==> src/rtl/m72_pkg.sv <==
// Shared types and constants for the ioctl download to SDRAM word path.
package m72_pkg;

    localparam int IOCTL_FIFO_DEPTH_DEF = 4;

    typedef struct packed {
        logic [24:1] addr;
        logic [15:0] data;
        logic [1:0]  be;
    } ioctl_word_t;

    typedef enum logic {
        IDLE     = 1'b0,
        WAIT_ACK = 1'b1
    } issue_state_t;

    // Sum of the byte lanes actually carried by a word (disabled lanes count as zero).
    function automatic logic [15:0] word_byte_sum(input ioctl_word_t w);
        logic [15:0] s;
        s = '0;
        if (w.be[0]) s = s + {8'h00, w.data[7:0]};
        if (w.be[1]) s = s + {8'h00, w.data[15:8]};
        return s;
    endfunction

endpackage

==> src/rtl/sdr_word_fifo.sv <==
// Small synchronous word FIFO with occupancy count; the head is registered by the consumer.
module sdr_word_fifo
    import m72_pkg::*;
#(
    parameter int DEPTH = IOCTL_FIFO_DEPTH_DEF
) (
    input  logic                   clk_sys,
    input  logic                   srst,
    input  logic                   push,
    input  ioctl_word_t            push_data,
    input  logic                   pop,
    output ioctl_word_t            head,
    output logic [$clog2(DEPTH):0] count,
    output logic                   full,
    output logic                   empty
);
    localparam int AW = $clog2(DEPTH);
    localparam logic [AW:0] FULL_COUNT = DEPTH[AW:0];

    ioctl_word_t   mem [DEPTH];
    logic [AW-1:0] wr_ptr_reg;
    logic [AW-1:0] rd_ptr_reg;
    logic [AW:0]   count_reg;
    logic          do_push;
    logic          do_pop;

    // A push into a full FIFO is refused so a stored entry is never overwritten.
    assign do_push = push & ~full;
    assign do_pop  = pop & ~empty;

    always_ff @(posedge clk_sys) begin
        if (do_push) mem[wr_ptr_reg] <= push_data;
    end

    always_ff @(posedge clk_sys) begin
        if (srst) begin
            wr_ptr_reg <= '0;
            rd_ptr_reg <= '0;
            count_reg  <= '0;
        end else begin
            if (do_push) wr_ptr_reg <= wr_ptr_reg + 1'b1;
            if (do_pop)  rd_ptr_reg <= rd_ptr_reg + 1'b1;
            case ({do_push, do_pop})
                2'b10:   count_reg <= count_reg + 1'b1;
                2'b01:   count_reg <= count_reg - 1'b1;
                default: count_reg <= count_reg;
            endcase
        end
    end

    assign head  = mem[rd_ptr_reg];
    assign count = count_reg;
    assign full  = (count_reg == FULL_COUNT);
    assign empty = (count_reg == '0);

endmodule

==> src/rtl/ioctl_sdr_packer.sv <==
// Packs ioctl download bytes into 16-bit SDRAM word writes behind a toggle handshake.
// Optional IOCTL_PACK_CHECKSUM_EN adds a 16-bit sum of all accepted bytes.
module ioctl_sdr_packer
    import m72_pkg::*;
#(
    parameter int FIFO_DEPTH = IOCTL_FIFO_DEPTH_DEF
) (
    input  logic        clk_sys,
    input  logic        reset,
    input  logic        ioctl_downl,
    input  logic        ioctl_wr,
    input  logic [24:0] ioctl_addr,
    input  logic [7:0]  ioctl_dout,
    output logic        ioctl_wait,
    output logic [24:1] sdr_addr,
    output logic [15:0] sdr_data,
    output logic [1:0]  sdr_be,
    output logic        sdr_req,
    input  logic        sdr_ack,
    output logic        load_done,
    output logic        overflow
`ifdef IOCTL_PACK_CHECKSUM_EN
    ,
    output logic [15:0] checksum
`endif
);
    localparam int CW = $clog2(FIFO_DEPTH) + 1;
    localparam logic [CW-1:0] WAIT_LEVEL = CW'(FIFO_DEPTH - 1);

    logic         downl_reg;
    logic         fall_seen_reg;
    logic         pend_valid_reg;
    logic [24:1]  pend_addr_reg;
    logic [7:0]   pend_data_reg;
    logic         defer_valid_reg;
    logic [24:0]  defer_addr_reg;
    logic [7:0]   defer_data_reg;
    logic         stage_valid_reg;
    ioctl_word_t  stage_word_reg;
    issue_state_t state_reg;

    logic          fifo_push;
    logic          fifo_pop;
    logic          fifo_full;
    logic          fifo_empty;
    ioctl_word_t   fifo_head;
    logic [CW-1:0] fifo_count;

    logic         rise_det;
    logic         fall_det;
    logic         byte_valid;
    logic [24:0]  byte_addr;
    logic [7:0]   byte_data;
    logic         drained;

    assign rise_det = ioctl_downl & ~downl_reg;
    assign fall_det = ~ioctl_downl & downl_reg;

    // A byte displaced by a pending flush is replayed one cycle later as if freshly strobed.
    assign byte_valid = defer_valid_reg | ioctl_wr;
    assign byte_addr  = defer_valid_reg ? defer_addr_reg : ioctl_addr;
    assign byte_data  = defer_valid_reg ? defer_data_reg : ioctl_dout;

    always_ff @(posedge clk_sys) begin
        if (reset) begin
            downl_reg       <= 1'b0;
            fall_seen_reg   <= 1'b0;
            pend_valid_reg  <= 1'b0;
            pend_addr_reg   <= '0;
            pend_data_reg   <= '0;
            defer_valid_reg <= 1'b0;
            defer_addr_reg  <= '0;
            defer_data_reg  <= '0;
            stage_valid_reg <= 1'b0;
            stage_word_reg  <= '0;
        end else begin
            downl_reg       <= ioctl_downl;
            stage_valid_reg <= 1'b0;
            defer_valid_reg <= 1'b0;
            if (rise_det)      fall_seen_reg <= 1'b0;
            else if (fall_det) fall_seen_reg <= 1'b1;

            if (byte_valid) begin
                if (pend_valid_reg && !(byte_addr[0] && byte_addr[24:1] == pend_addr_reg)) begin
                    stage_valid_reg <= 1'b1;
                    stage_word_reg  <= '{addr: pend_addr_reg, data: {8'h00, pend_data_reg}, be: 2'b01};
                    pend_valid_reg  <= 1'b0;
                    defer_valid_reg <= 1'b1;
                    defer_addr_reg  <= byte_addr;
                    defer_data_reg  <= byte_data;
                end else if (byte_addr[0]) begin
                    stage_valid_reg <= 1'b1;
                    stage_word_reg  <= '{addr: byte_addr[24:1],
                                         data: {byte_data, pend_valid_reg ? pend_data_reg : 8'h00},
                                         be:   {1'b1, pend_valid_reg}};
                    pend_valid_reg  <= 1'b0;
                end else begin
                    pend_valid_reg <= 1'b1;
                    pend_addr_reg  <= byte_addr[24:1];
                    pend_data_reg  <= byte_data;
                end
            end else if (pend_valid_reg && !ioctl_downl && (fall_det || fall_seen_reg)) begin
                stage_valid_reg <= 1'b1;
                stage_word_reg  <= '{addr: pend_addr_reg, data: {8'h00, pend_data_reg}, be: 2'b01};
                pend_valid_reg  <= 1'b0;
            end
        end
    end

    assign fifo_push = stage_valid_reg & ~fifo_full;
    assign fifo_pop  = (state_reg == IDLE) & ~fifo_empty;

    sdr_word_fifo #(
        .DEPTH(FIFO_DEPTH)
    ) u_fifo (
        .clk_sys   (clk_sys),
        .srst      (reset),
        .push      (fifo_push),
        .push_data (stage_word_reg),
        .pop       (fifo_pop),
        .head      (fifo_head),
        .count     (fifo_count),
        .full      (fifo_full),
        .empty     (fifo_empty)
    );

    assign ioctl_wait = (fifo_count >= WAIT_LEVEL);

    // Resetting sdr_req to the live sdr_ack abandons any write still in flight.
    always_ff @(posedge clk_sys) begin
        if (reset) begin
            state_reg <= IDLE;
            sdr_req   <= sdr_ack;
            sdr_addr  <= '0;
            sdr_data  <= '0;
            sdr_be    <= '0;
        end else begin
            case (state_reg)
                IDLE: begin
                    if (!fifo_empty) begin
                        sdr_addr  <= fifo_head.addr;
                        sdr_data  <= fifo_head.data;
                        sdr_be    <= fifo_head.be;
                        sdr_req   <= ~sdr_req;
                        state_reg <= WAIT_ACK;
                    end
                end
                WAIT_ACK: begin
                    if (sdr_ack == sdr_req) state_reg <= IDLE;
                end
            endcase
        end
    end

    assign drained = !ioctl_downl && fall_seen_reg && !pend_valid_reg && !defer_valid_reg &&
                     !stage_valid_reg && fifo_empty && (state_reg == IDLE);

    always_ff @(posedge clk_sys) begin
        if (reset) begin
            overflow  <= 1'b0;
            load_done <= 1'b0;
        end else if (rise_det) begin
            overflow  <= 1'b0;
            load_done <= 1'b0;
        end else begin
            if (stage_valid_reg && fifo_full) overflow <= 1'b1;
            if (drained) load_done <= 1'b1;
        end
    end

`ifdef IOCTL_PACK_CHECKSUM_EN
    logic [15:0] checksum_reg;

    always_ff @(posedge clk_sys) begin
        if (reset || rise_det) checksum_reg <= '0;
        else if (fifo_push)    checksum_reg <= checksum_reg + word_byte_sum(stage_word_reg);
    end

    assign checksum = checksum_reg;
`endif

endmodule

==> config.mk <==
export PLATFORM = sky130hd
export DESIGN_NAME = ioctl_sdr_packer
export DESIGN_NICKNAME = d
export VERILOG_FILES = /design/src/rtl/m72_pkg.sv /design/src/rtl/sdr_word_fifo.sv /design/src/rtl/ioctl_sdr_packer.sv
export SDC_FILE = /design/constraint.sdc
export NUM_CORES = 1
export LEC_CHECK = 0
export CAP_MARGIN = 20
export CELL_PAD_IN_SITES_DETAIL_PLACEMENT = 0
export CELL_PAD_IN_SITES_GLOBAL_PLACEMENT = 1
export CORE_UTILIZATION = 30
export CTS_CLUSTER_SIZE = 30
export DETAILED_ROUTE_END_ITERATION = 7
export GPL_TIMING_DRIVEN = 1
export PLACE_DENSITY_LB_ADDON = 0.1
export SYNTH_ARGS = -nofsm -noshare
export SYNTH_HDL_FRONTEND = slang
export SYNTH_SLANG_ARGS = --single-unit
==> constraint.sdc <==
create_clock -name clk_sys -period 3.6 [get_ports clk_sys]
set_input_delay 1.08 -clock clk_sys [delete_from_list [all_inputs] [get_ports clk_sys]]
set_output_delay 1.08 -clock clk_sys [all_outputs]
set_load 0.01 [all_outputs]
==> results by group <==
Synthesis
  • Flops & latches, synth: 333
  • Largest cells by area after synthesis: edfxtp_1, dfxtp_1, mux4_2
  • Synth Warn #: 0
  • Post-synth EDFFs: 169
  • Syn Std Cell Area: 13300 sq um
  • Average size of a mapped cell: 13.5 sq um
  • Most numerous cell in the Yosys netlist: edfxtp_1
  • Yosys top cell area share: 38.3%
  • Cell taking the most area after synthesis: edfxtp_1
  • Sequential share of the synthesized area: 63.1%
  • Synthesized instance count: 982
  • Most used DFF post-synth: edfxtp_1
  • Synth unique cells: 48
  • Synth top cells by count: edfxtp_1, dfxtp_1, nand2_1, nor2_1, clkbuf_1
  • Async SR Flop Fraction: 0%
  • Syn nets: 1026

Route
  • Drt wl/cell: 18.5 microns
  • Met3 wire length: 1.28 mm
  • Wirelength, routed: 31.6 mm
  • Initial DRC Count: 525
  • Via density: 4.60
  • WL met1: 17.0 mm
  • Via count: 7849
  • DRT Pass-1 Iters: 5
  • Met2 routed WL: 12.6 mm
  • DR top layer: met4
  • Detail Route Antenna Nets: 0
  • # DRC: 0

Critical path
  • Crit-path max FO: 22
  • Critical path data required time: 4.03 ns
  • Crit end category: flop
  • Cell family with the largest share of critical-path delay: flip-flops
  • WP data arrival: 3.54 ns
  • Crit path cell chain: buf_4 -> mux2i_1 -> xnor2_1 -> nor4_2 -> nand4_2 -> o211a_2 -> buf_12 -> mux2_4
  • Crit-path slowest cell: dfxtp_2
  • CP peak stage delay: 0.86 ns
  • WS Path Type: flop to flop
  • Worst path bufs/invs: 2
  • Worst Setup Start Kind: flop

CTS
  • Worst skew pair latency: 0.55 ns
  • Setup Fix Bufs, Post-CTS: 0
  • CTS tree: done
  • Clock Sinks: 333
  • Clk pin slew, worst setup/hold paths: 0.06 ns
  • Cts hold-fix bufs: 0
  • CTS Root Buffer Type: clkbuf_16
  • Post-cts resize count: 0
  • H-tree depth: 2
  • Max clock buf depth: 3
  • CTS buffer count: 40

Cells and area
  • Non-filler instance count after layout: 1707
  • Layout fillers: 4206
  • Fin util: 37.9%
  • Nets: 1135
  • Diodes inserted: 0
  • Share of cells above drive strength 1: 20.1%
  • Area Growth Syn to Fin: 23.8%
  • Max FFs per register: 168

Floorplan
  • Initial Util: 30.6%
  • Die area: 45000 sq um
  • Die width: 212 microns
  • Chip height: 212 microns
  • CORE AREA: 43400 sq um
  • Standard-cell rows: 76
  • I/O pin count: 84

STA
  • Fmax: 0.322 GHz
  • Crit share post-route: 86.2%
  • Clk_skew: 0.0173 ns
  • Final Hold Violating Endpoints: 0
  • Least-Margin Pin Slew: 0.839 ns
  • Slew headroom: 44.1%
  • Final critical-path required period: 3.10 ns
  • Count of pins over their slew limit: 0
  • Setup violations, final: 0
  • Total negative slack: 0 ns
  • RSZ-0062 raised after global routing: false

GRT
  • Initial antenna violation count: 0
  • Number of global-route vias before repair: 7987
  • Total grt overflow: 0
  • GRT Overall Usage: 14.6%
  • Global-route wire length before repair: 49.6 mm
  • Largest net degree at the start of global routing: 69

Power and ir drop
  • Logic pwr share: 18.4%
  • Leakage: 0.00551 uW
  • VDD IR max: 0.253 mV
  • Power per Cell Area: 659 nW/um^2
  • Net Sw Frac: 26.6%
  • P_int: 7940 uW
  • Sw power: 2880 uW
  • Reg power frac: 43.2%
  • Clock share of power: 38.4%

Hold path
  • Worst hold path type: flop to flop

Placement
  • PortBufs: 83
  • Hpwl dp: 20.2 mm
  • Placed cells: 1634
  • Routability cong.: 0.702

Run
  • Max-Cap Viols: 0

Run status
  • Status: finished clean
## through the flow
step	instance area, sq um	setup WS (ns)	power [uW]	hold WS [ns]
5_1_grt	16400	0.350	11400	0.473
6_report	16400	0.496	10800	0.452
3_3_place_gp	15100	0.172	6800	0.447
2_1_floorplan	13300	0.727	5840	0.443
4_1_cts	16400	0.454	11000	0.455
3_5_place_dp	15100	0.156	6810	0.448
## cells in the final DEF, fill, tap and decap left out, types with 8 or more instances in the layout
master | netlist | routed
buf_12 | 0 | 10
edfxtp_1 | 169 | 169
mux4_2 | 42 | 42
o311ai_1 | 12 | 12
inv_1 | 9 | 9
mux2i_1 | 22 | 22
xnor2_1 | 27 | 27
dfxtp_1 | 164 | 161
a211oi_1 | 32 | 32
o41ai_2 | 8 | 8
o2111ai_1 | 25 | 25
o311ai_0 | 12 | 12
clkdlybuf4s50_1 | 0 | 82
mux2_4 | 29 | 29
mux2i_2 | 12 | 12
nand2_1 | 122 | 122
clkbuf_16 | 0 | 41
buf_4 | 0 | 46
a22o_1 | 8 | 8
a21oi_1 | 49 | 47
nor2b_1 | 35 | 35
clkbuf_1 | 52 | 13
nor2_1 | 77 | 77
## final timing paths
path	start	to	slack (ns)	depth (start not counted)
hold / removal	sdr_data[2]	sdr_data[2]	0.45	2
hold reg to reg	sdr_data[2]	sdr_data[2]	0.45	2
setup reg to reg	defer_valid_reg	defer_addr_reg[4]	0.50	8
setup / recovery	defer_valid_reg	defer_addr_reg[4]	0.50	8
## cell families after synthesis
family / synth area share [%]
and+or+nand+nor: 8.89
xor gates and xnor gates: 2.05
adders and majority gates: 0.623
muxes: 13.6
buffers and inverters: 2.73
DFF: 63.1
AOI/OAI and AO/OA: 9.07
## tightest hold or removal path: cells and delay by family (launching register included)
| family | cells | cell delay (ns) |
|---|---|---|
| simple gates | 1 | 0.05 |
| compound gates | 1 | 0.05 |
| flops | 1 | 0.31 |
## layout make-up
type	count	area, sq um	share of cell area (%)
multi-input cells	566	4560	27.8
clock buffers	56	1100	6.71
repair buffers	139	1380	8.39
well taps	585	732	4.46
inverters	11	41.3	0.252
clock inverters	17	238	1.45
flip-flops and latches	333	8360	50.9
## routing by layer
metal  global-route usage [%]  vias up
li1                         -     3867
met1                     22.8     3781
met2                     20.1      147
met3                     2.38       54
met4                     5.20        0
met5                        0        -
## power groups by stage
stage / Sequential, uW / Clock [uW] / Combinational [uW]
after floorplan: 4720 / 0 / 1120
after global placement: 4760 / 0 / 2040
after detailed placement: 4770 / 0 / 2040
after global routing: 4740 / 4440 / 2200
final: 4670 / 4160 / 1990
after CTS: 4690 / 4280 / 2050
Power figures use the tool's default switching activity.
